### config.mk
export PLATFORM = sky130hd
export DESIGN_NAME = sccomp_run_ctrl_flat
export DESIGN_NICKNAME = d
export VERILOG_FILES = /design/src/rtl/sccomp_run_ctrl_if.sv /design/src/rtl/sccomp_run_ctrl.sv /design/src/flat_wrapper.sv
export SDC_FILE = /design/constraint.sdc
export NUM_CORES = 1
export LEC_CHECK = 0
export ABC_AREA = 1
export BUFFER_PORTS_ARGS = -buffer_cell sky130_fd_sc_hd__buf_2
export CORE_MARGIN = 2
export CORE_UTILIZATION = 40
export CTS_BUF_LIST = sky130_fd_sc_hd__clkbuf_16
export DETAILED_ROUTE_END_ITERATION = 7
export HOLD_SLACK_MARGIN = 0.02
export PLACE_DENSITY = 0.67
export SLEW_MARGIN = 30
export SYNTH_ARGS = -nofsm -noshare
export SYNTH_HDL_FRONTEND = slang
export SYNTH_SLANG_ARGS = --single-unit
### constraint.sdc
create_clock -name clk -period 2.1 [get_ports clk]
set_clock_uncertainty 0.1 [all_clocks]
set_input_delay 0.105 -clock clk [delete_from_list [all_inputs] [get_ports clk]]
set_output_delay 0.105 -clock clk [all_outputs]
set_load 0.03 [all_outputs]
### src/rtl/sccomp_run_ctrl_if.sv
// Core-side monitor bus observed by sccomp_run_ctrl: run gate, PC and data-memory store port.
// The core (or a bench) drives the master side; the run controller only listens.
interface sccomp_run_ctrl_if;
  logic        run_en;
  logic [31:0] pc_in;
  logic        mem_we;
  logic [31:0] mem_addr;
  logic [31:0] mem_wdata;

  modport master (
    output run_en,
    output pc_in,
    output mem_we,
    output mem_addr,
    output mem_wdata
  );

  modport slave (
    input run_en,
    input pc_in,
    input mem_we,
    input mem_addr,
    input mem_wdata
  );
endinterface

### src/rtl/sccomp_run_ctrl.sv
// Run controller for sccomp: sequences core reset, counts run cycles, latches tohost/timeout verdict.
// Optional same-PC halt detection is built only when RUN_CTRL_STALL_DETECT_EN is defined.
module sccomp_run_ctrl #(
  parameter int unsigned RST_CYCLES   = 2,
  parameter int unsigned MAX_CYCLES   = 3000,
  parameter int unsigned CW           = 32,
  parameter logic [31:0] TOHOST_ADDR  = 32'h0000_0FFC,
  parameter int unsigned STALL_CYCLES = 8
) (
  input  logic                clk,
  input  logic                rstn,
  sccomp_run_ctrl_if.slave    core,
  output logic                cpu_rstn,
  output logic [2:0]          state,
  output logic [CW-1:0]       cycle_cnt,
  output logic                done,
  output logic                pass,
  output logic [30:0]         fail_code,
  output logic                timeout
);

  localparam logic [2:0] StHold    = 3'd0;
  localparam logic [2:0] StRun     = 3'd1;
  localparam logic [2:0] StPass    = 3'd2;
  localparam logic [2:0] StFail    = 3'd3;
  localparam logic [2:0] StTimeout = 3'd4;

  localparam logic [7:0]    HoldLast = 8'(RST_CYCLES - 1);
  localparam logic [CW-1:0] CntLast  = CW'(MAX_CYCLES - 1);
  localparam logic [30:0]   StallCode = 31'h7FFF_FFFF;

  logic [2:0]    state_q, state_d;
  logic [7:0]    hold_q, hold_d;
  logic [CW-1:0] cnt_q, cnt_d;
  logic          cpu_rstn_q, cpu_rstn_d;
  logic          done_q, done_d;
  logic          pass_q, pass_d;
  logic [30:0]   code_q, code_d;
  logic          timeout_q, timeout_d;

  logic          mbox_hit;
  logic          stall_hit;
  logic [CW-1:0] cnt_inc;

  assign mbox_hit = core.mem_we && (core.mem_addr == TOHOST_ADDR);
  // Saturate rather than wrap so a stuck run never looks freshly started.
  assign cnt_inc  = (cnt_q == {CW{1'b1}}) ? cnt_q : cnt_q + CW'(1);

`ifdef RUN_CTRL_STALL_DETECT_EN
  localparam int unsigned   SW        = $clog2(STALL_CYCLES) + 1;
  localparam logic [SW-1:0] StallLast = SW'(STALL_CYCLES - 1);

  logic [31:0]   pc_prev_q;
  logic [SW-1:0] stall_q, stall_d;

  assign stall_hit = (stall_q == StallLast);

  always_comb begin
    stall_d = stall_q;
    if (state_q == StHold) begin
      stall_d = '0;
    end else if (core.pc_in != pc_prev_q) begin
      stall_d = '0;
    end else if (stall_q != StallLast) begin
      stall_d = stall_q + SW'(1);
    end
  end

  always_ff @(posedge clk or negedge rstn) begin
    if (!rstn) begin
      pc_prev_q <= '0;
      stall_q   <= '0;
    end else begin
      pc_prev_q <= core.pc_in;
      stall_q   <= stall_d;
    end
  end
`else
  localparam int unsigned unused_stall_cycles = STALL_CYCLES;

  logic unused_pc;
  assign unused_pc = ^core.pc_in;
  assign stall_hit = 1'b0;
`endif

  always_comb begin
    state_d    = state_q;
    hold_d     = hold_q;
    cnt_d      = cnt_q;
    cpu_rstn_d = cpu_rstn_q;
    done_d     = done_q;
    pass_d     = pass_q;
    code_d     = code_q;
    timeout_d  = timeout_q;

    case (state_q)
      StHold: begin
        cpu_rstn_d = 1'b0;
        if (hold_q == HoldLast) begin
          state_d    = StRun;
          hold_d     = '0;
          cpu_rstn_d = 1'b1;
        end else begin
          hold_d = hold_q + 8'd1;
        end
      end

      StRun: begin
        if (core.run_en) begin
          cnt_d = cnt_inc;
        end
        // Priority: mailbox store, then PC stall, then cycle limit.
        if (mbox_hit) begin
          done_d     = 1'b1;
          cpu_rstn_d = 1'b0;
          if (core.mem_wdata == 32'd1) begin
            state_d = StPass;
            pass_d  = 1'b1;
          end else begin
            state_d = StFail;
            code_d  = core.mem_wdata[31:1];
          end
        end else if (stall_hit) begin
          state_d    = StFail;
          code_d     = StallCode;
          done_d     = 1'b1;
          cpu_rstn_d = 1'b0;
        end else if (core.run_en && (cnt_q == CntLast)) begin
          state_d    = StTimeout;
          timeout_d  = 1'b1;
          done_d     = 1'b1;
          cpu_rstn_d = 1'b0;
        end
      end

      StPass, StFail, StTimeout: begin
        // Terminal: everything frozen until rstn.
      end

      default: begin
        state_d    = StHold;
        hold_d     = '0;
        cnt_d      = '0;
        cpu_rstn_d = 1'b0;
        done_d     = 1'b0;
        pass_d     = 1'b0;
        code_d     = '0;
        timeout_d  = 1'b0;
      end
    endcase
  end

  always_ff @(posedge clk or negedge rstn) begin
    if (!rstn) begin
      state_q    <= StHold;
      hold_q     <= '0;
      cnt_q      <= '0;
      cpu_rstn_q <= 1'b0;
      done_q     <= 1'b0;
      pass_q     <= 1'b0;
      code_q     <= '0;
      timeout_q  <= 1'b0;
    end else begin
      state_q    <= state_d;
      hold_q     <= hold_d;
      cnt_q      <= cnt_d;
      cpu_rstn_q <= cpu_rstn_d;
      done_q     <= done_d;
      pass_q     <= pass_d;
      code_q     <= code_d;
      timeout_q  <= timeout_d;
    end
  end

  assign state     = state_q;
  assign cycle_cnt = cnt_q;
  assign cpu_rstn  = cpu_rstn_q;
  assign done      = done_q;
  assign pass      = pass_q;
  assign fail_code = code_q;
  assign timeout   = timeout_q;

endmodule

### src/flat_wrapper.sv
// flat-port wrapper written by rule: the top's interface ports become plain ports
module sccomp_run_ctrl_flat 
#(
  parameter int unsigned RST_CYCLES   = 2,
  parameter int unsigned MAX_CYCLES   = 3000,
  parameter int unsigned CW           = 32,
  parameter logic [31:0] TOHOST_ADDR  = 32'h0000_0FFC,
  parameter int unsigned STALL_CYCLES = 8
)
  (clk, rstn, cpu_rstn, state, cycle_cnt, done, pass, fail_code, timeout, core_run_en, core_pc_in, core_mem_we, core_mem_addr, core_mem_wdata);
  sccomp_run_ctrl_if core_i ();
  input  logic clk;
  input  logic rstn;
  output logic cpu_rstn;
  output logic [2:0] state;
  output logic [CW-1:0] cycle_cnt;
  output logic done;
  output logic pass;
  output logic [30:0] fail_code;
  output logic timeout;
  input wire logic [$bits(core_i.run_en)-1:0] core_run_en;
  input wire logic [$bits(core_i.pc_in)-1:0] core_pc_in;
  input wire logic [$bits(core_i.mem_we)-1:0] core_mem_we;
  input wire logic [$bits(core_i.mem_addr)-1:0] core_mem_addr;
  input wire logic [$bits(core_i.mem_wdata)-1:0] core_mem_wdata;
  assign core_i.run_en = core_run_en;
  assign core_i.pc_in = core_pc_in;
  assign core_i.mem_we = core_mem_we;
  assign core_i.mem_addr = core_mem_addr;
  assign core_i.mem_wdata = core_mem_wdata;
  sccomp_run_ctrl #(.RST_CYCLES(RST_CYCLES), .MAX_CYCLES(MAX_CYCLES), .CW(CW), .TOHOST_ADDR(TOHOST_ADDR), .STALL_CYCLES(STALL_CYCLES)) u_core (.clk(clk), .rstn(rstn), .core(core_i), .cpu_rstn(cpu_rstn), .state(state), .cycle_cnt(cycle_cnt), .done(done), .pass(pass), .fail_code(fail_code), .timeout(timeout));
endmodule
* Yosys cells after proc, flatten, opt, wreduce, memory -nomap -nowiden *
Cells that the tools add are included.
W data, S select, Z words.

word-level totals
  register bits = 78
  input bits = 100
  output and inout bits = 70

operators by class
  $add $sub $neg = 2
  equality and inequality tests = 18
  multiplexer cells = 25
  bitwise operators = 2
  reductions and logical operators = 13

operators by type and width
  kind                     count
  $eq A32 B12 Y1 const B   2
  $mux W32                 2
  $pmux W32 S2             1
  $mux W31                 2
  $pmux W31 S2             1
  $add A32 B1 Y32 const B  1
  $eq A32 B1 Y1 const B    1
  $eq A32 B32 Y1 const B   1
  $pmux W8 S2              1
  $reduce_and A3 Y1        5
  $mux W1                  9
  $mux W3                  3
  $pmux W3 S3              1
  $add A8 B1 Y8 const B    1
  $eq A8 B1 Y1 const B     1
  $mux W8                  1
  $ne A2 B1 Y1 const B     4
  $ne A2 B2 Y1 const B     4
  $reduce_or A4 Y1         2
  $eq A3 B2 Y1 const B     2
  $pmux W1 S2              3
  $reduce_and A2 Y1        2
  $eq A3 B1 Y1 const B     1
  $eq A3 B3 Y1 const B     1
  other kinds (6)          8

* Logic depth before layout (Yosys ltp) *
  word-level depth = 5
  depth in mapped cells = 11
  mapped depth without buffers = 11

* Least setup slack after synthesis *
No wires, ideal clock.

  kind = reg2reg
  from = register u_core.cnt_q[0] (netlist: u_core.cycle_cnt[0])
  to = register u_core.cnt_q[8] (netlist: u_core.cycle_cnt[8])
  library setup time = 126 ps
  data arrival time = 1790 ps
  data required time = 1874 ps
  path slack = 84 ps
  cell stages (with the launch flop) = 10
  buffers on the path = 1
  cells stage by stage = dfrtp_1 ha_1 nand2_1 nor2_4 nand2_1 nor2_2 nand3_2 nand3_4 buf_4 o21ai_0

between the ends
  longest elaborated chain between the ends = 4
  elaborated cells between the ends (all ways) = 7
  classes of those cells = add/sub (1); eq/ne (2); mux (3); reduce/logical (1)

RTL lines
  item                    RTL line                text
  start, declared         sccomp_run_ctrl.sv:34   logic [CW-1:0] cnt_q, cnt_d;
  start signal, assigned  sccomp_run_ctrl.sv:166  cnt_q <= cnt_d;
  $add A32 B1 Y32         sccomp_run_ctrl.sv:47   assign cnt_inc = (cnt_q == {CW{1'b1}}) ? cnt_q : cnt_q + CW'(1);
  $mux W32                sccomp_run_ctrl.sv:47
  $mux W32                sccomp_run_ctrl.sv:109  if (core.run_en) begin
  $pmux W32 S2            sccomp_run_ctrl.sv:96   case (state_q)

Several ways; a longest one is shown, not always the timed one. The select of a mux whose other input is x is not followed.
A chain may end at the register's enable or synchronous reset.

* Worst setup path after layout *
  from = register u_core.cnt_q[1] (netlist: u_core.cycle_cnt[1])
  to = register u_core.cnt_q[18] (netlist: u_core.cycle_cnt[18])

Same word-level chain as after synthesis.

==> results.yml <==
worst_setup_path:
  cp_top_family: "simple AND/OR/NAND/NOR gates"
  crit_path_max_incr_delay_ns: 0.42
  path_cells: "ha_4 > nand2_1 > nor2_4 > nand2_2 > nor2_2 > nand3_2 > nand3_4 > buf_12 > o21ai_0"
  crit_path_top_delay_cell: "dfrtp_1"
  cp.required_ns: 2.22
  cp-start-kind: "register"
  worst_setup_path_end_kind: "register"
  cp_max_fo: 32
  path_buf_inv: 1
  cp.arrival_ns: 1.99
  path_class: "reg2reg"
  regToRegSetupSlack_ns: 0.23
floorplan:
  initial_core_util_pct: 40.83
  die_w_microns: 112.0
  fp.dieH_microns: 112.0
  die_area_sq_um: 12530
  floorplan.rows: 39
  core_sq_um: 11420
  pin_count: 170
run_status:
  outcome: "completed"
job:
  drv_cap: 0
logic_synthesis:
  ys_warn_count: 0
  yosys-top-cells-area: "dfrtp_1 42%, nand2_1 18%, nor2_1 7.1%"
  synthArstFlopShare_pct: 100.0
  ys_seq_elements: 78
  synth_top_area_cell: "dfrtp_1"
  synth_top_flop_cell: "dfrtp_1"
  synthCells: 679
  syn_avg_cell_area_sq_um: 6.866
  synth-edff-count: 0
  synth_top_area_share_pct: 41.87
  yosysSeqAreaShare_pct: 41.87
  synth_cell_types: 35
  synthTopCellsByCount: "225 x nand2_1, 88 x nor2_1, 78 x dfrtp_1"
  synth_nets: 782
  syn_area_sq_um: 4662
  yosysMostFrequentCell: "nand2_1"
route:
  post_drt_via_cell_ratio: 5.017
  num_vias: 5087
  ant_nets: 0
  wirelength_mm: 13.95
  dr.pass1.iters: 5
  drt-initial-drc-count: 267
  routedWlPerCell_microns: 13.76
  drc: 0
global_routing:
  gr-total-overflow: 0
  grt_max_degree: 44
  grt_use_total_pct: 23.14
  grt_pass1_wl_mm: 23.60
  grt_pass1_vias: 4862
  antenna_found_initial: 0
timing:
  drv_slew: 0
  hold_violations: 0
  setup_viol: 0
  period_needed_ns: 1.870
  period_share_pct: 89.05
  fin_setup_tns_ns: 0
  worst_pin_slew_ns: 0.5697
  maxSlewHeadroom_pct: 62.02
  grt_setup_unrepaired: "no"
  max_freq_mhz: 534.8
place:
  dpl_cell_area_sq_um: 5604
  dp_hpwl_mm: 9.921
  io_buffers: 137
  routabilityCongestion: 0.8955
hold_path:
  hold_class: "in2reg"
final_layout:
  finish.instance_area_sq_um: 6347
  final_layout_size_suffix_gt1_share_pct: 22.50
  num_antenna_cells: 0
  syn2layout_area_growth_pct: 36.15
  fin_nets: 969
pwr:
  p_leak_uw: 0.003213
  ir_worst_vdd_mv: 0.6829
  pwr_density_cell_nw_per_um2: 588.2
  total_power_uw: 3733
clock_network:
  cts_tree: "done"
  path_clk_slew_ns: 0.06
  clock-sinks: 78
  root_buffer: "clkbuf_16"
  insertion_delay_ns: 0.34
  numCtsBuffers: 9
  cts_htree_levels: 3
  clockBufferDepth: 2
kinds of logic after synthesis:
logic type	share of synthesized area, %
buffers and inverters	7.676
xor gates and xnor gates	0.3758
DFF	41.87
AOI/OAI and AO/OA	10.17
adders and majority gates	0.8052
and+or+nand+nor	39.10
cells in the final DEF, fill, tap and decap left out, drive strengths merged:
| cell type | synthesis | routed |
|---|---|---|
| a21o | 3 | 3 |
| a21oi | 4 | 4 |
| and2 | 4 | 4 |
| buf | 11 | 155 |
| bufinv | 0 | 1 |
| clkbuf | 8 | 9 |
| clkinv | 1 | 3 |
| clkinvlp | 0 | 2 |
| dfrtp | 78 | 78 |
| dlygate4sd3 | 0 | 40 |
| ha | 3 | 3 |
| inv | 63 | 65 |
| nand2 | 225 | 225 |
| nand3 | 57 | 57 |
| nand4 | 17 | 17 |
| nor2 | 93 | 93 |
| nor3 | 19 | 19 |
| nor3b | 1 | 1 |
| nor4 | 3 | 3 |
| o21a | 1 | 1 |
| o21ai | 77 | 77 |
| o22ai | 3 | 3 |
| o31ai | 1 | 1 |
| o32ai | 1 | 1 |
| or2 | 4 | 4 |
| xor2 | 2 | 2 |
flip-flops by register name, summed over array words and instances, names as in the netlist:
signal and flops:
u_core.cycle_cnt 32, u_core.fail_code 31, u_core.hold_q 8, u_core.state 3
u_core.cpu_rstn 1, u_core.done 1, u_core.pass 1, u_core.timeout 1
final timing paths:
path                                            startpoint  cells after the start                          endpoint
setup / recovery           u_core.cycle_cnt[1]$_DFFE_PN0P_                      9  u_core.cycle_cnt[18]$_DFFE_PN0P_
hold / removal                            core_mem_addr[2]                      5       u_core.state[1]$_DFFE_PN0P_
setup reg to reg           u_core.cycle_cnt[1]$_DFFE_PN0P_                      9  u_core.cycle_cnt[18]$_DFFE_PN0P_
hold reg to reg                 u_core.timeout$_DFFE_PN0P_                      2        u_core.timeout$_DFFE_PN0P_
max in group asynchronous                             rstn                      3   u_core.fail_code[1]$_DFFE_PN0P_
min in group asynchronous                             rstn                      2   u_core.cycle_cnt[2]$_DFFE_PN0P_
routing by layer:
layer | share of wire, % | wire (microns) | GRT usage, % | up-vias
li1 | - | - | - | 2569
met1 | 44 | 6089 | 29.83 | 2308
met2 | 47 | 6494 | 37.98 | 181
met3 | 7.4 | 1039 | 6.206 | 29
met4 | 2.3 | 326 | 7.642 | 0
met5 | 0 | 0 | 0 | -
cell type report:
cell class                      count  area [sq um]
Clock buffer                        9         225.2
Clock inverter                      7         75.07
Fill cell                        1113          5071
Inverter                           64         240.2
Multi-Input combinational cell    518          2390
Sequential cell                    78          1952
Tap cell                          143         178.9
Timing Repair Buffer              195          1286
tightest hold or removal path, stage by stage:
cell and delay [ns]:
buf_2 0.09, nand2_1 0.04, nor2_1 0.04, nand4_1 0.10, o31ai_1 0.07
stage by stage:
step	instances	utilization [%]	worst slack (ns)	hold slack, ns
global route	1014	55.59	0.005970	0.1072
global placement	957	49.08	0.1497	0.03093
floorplan	679	-	0.08381	-0.2906
detailed placement	957	49.08	0.1043	0.03001
finish	1014	55.59	0.2300	0.05340
CTS	1013	55.22	0.08850	0.05164
power breakdown:
group | internal [uW] | switching (uW)
clock network | 924 | 647
logic | 230 | 333
registers | 1540 | 54.5
repair_timing:
item | 4_1_cts | 5_1_grt
endpoints found under the hold margin | 74 | 0
resized for setup | 0 | 8
endpoints found under the setup margin | 0 | 62
buffers inserted | 0 | 1
hold buffers | 40 | 0
(Power assumes the default switching activity.)
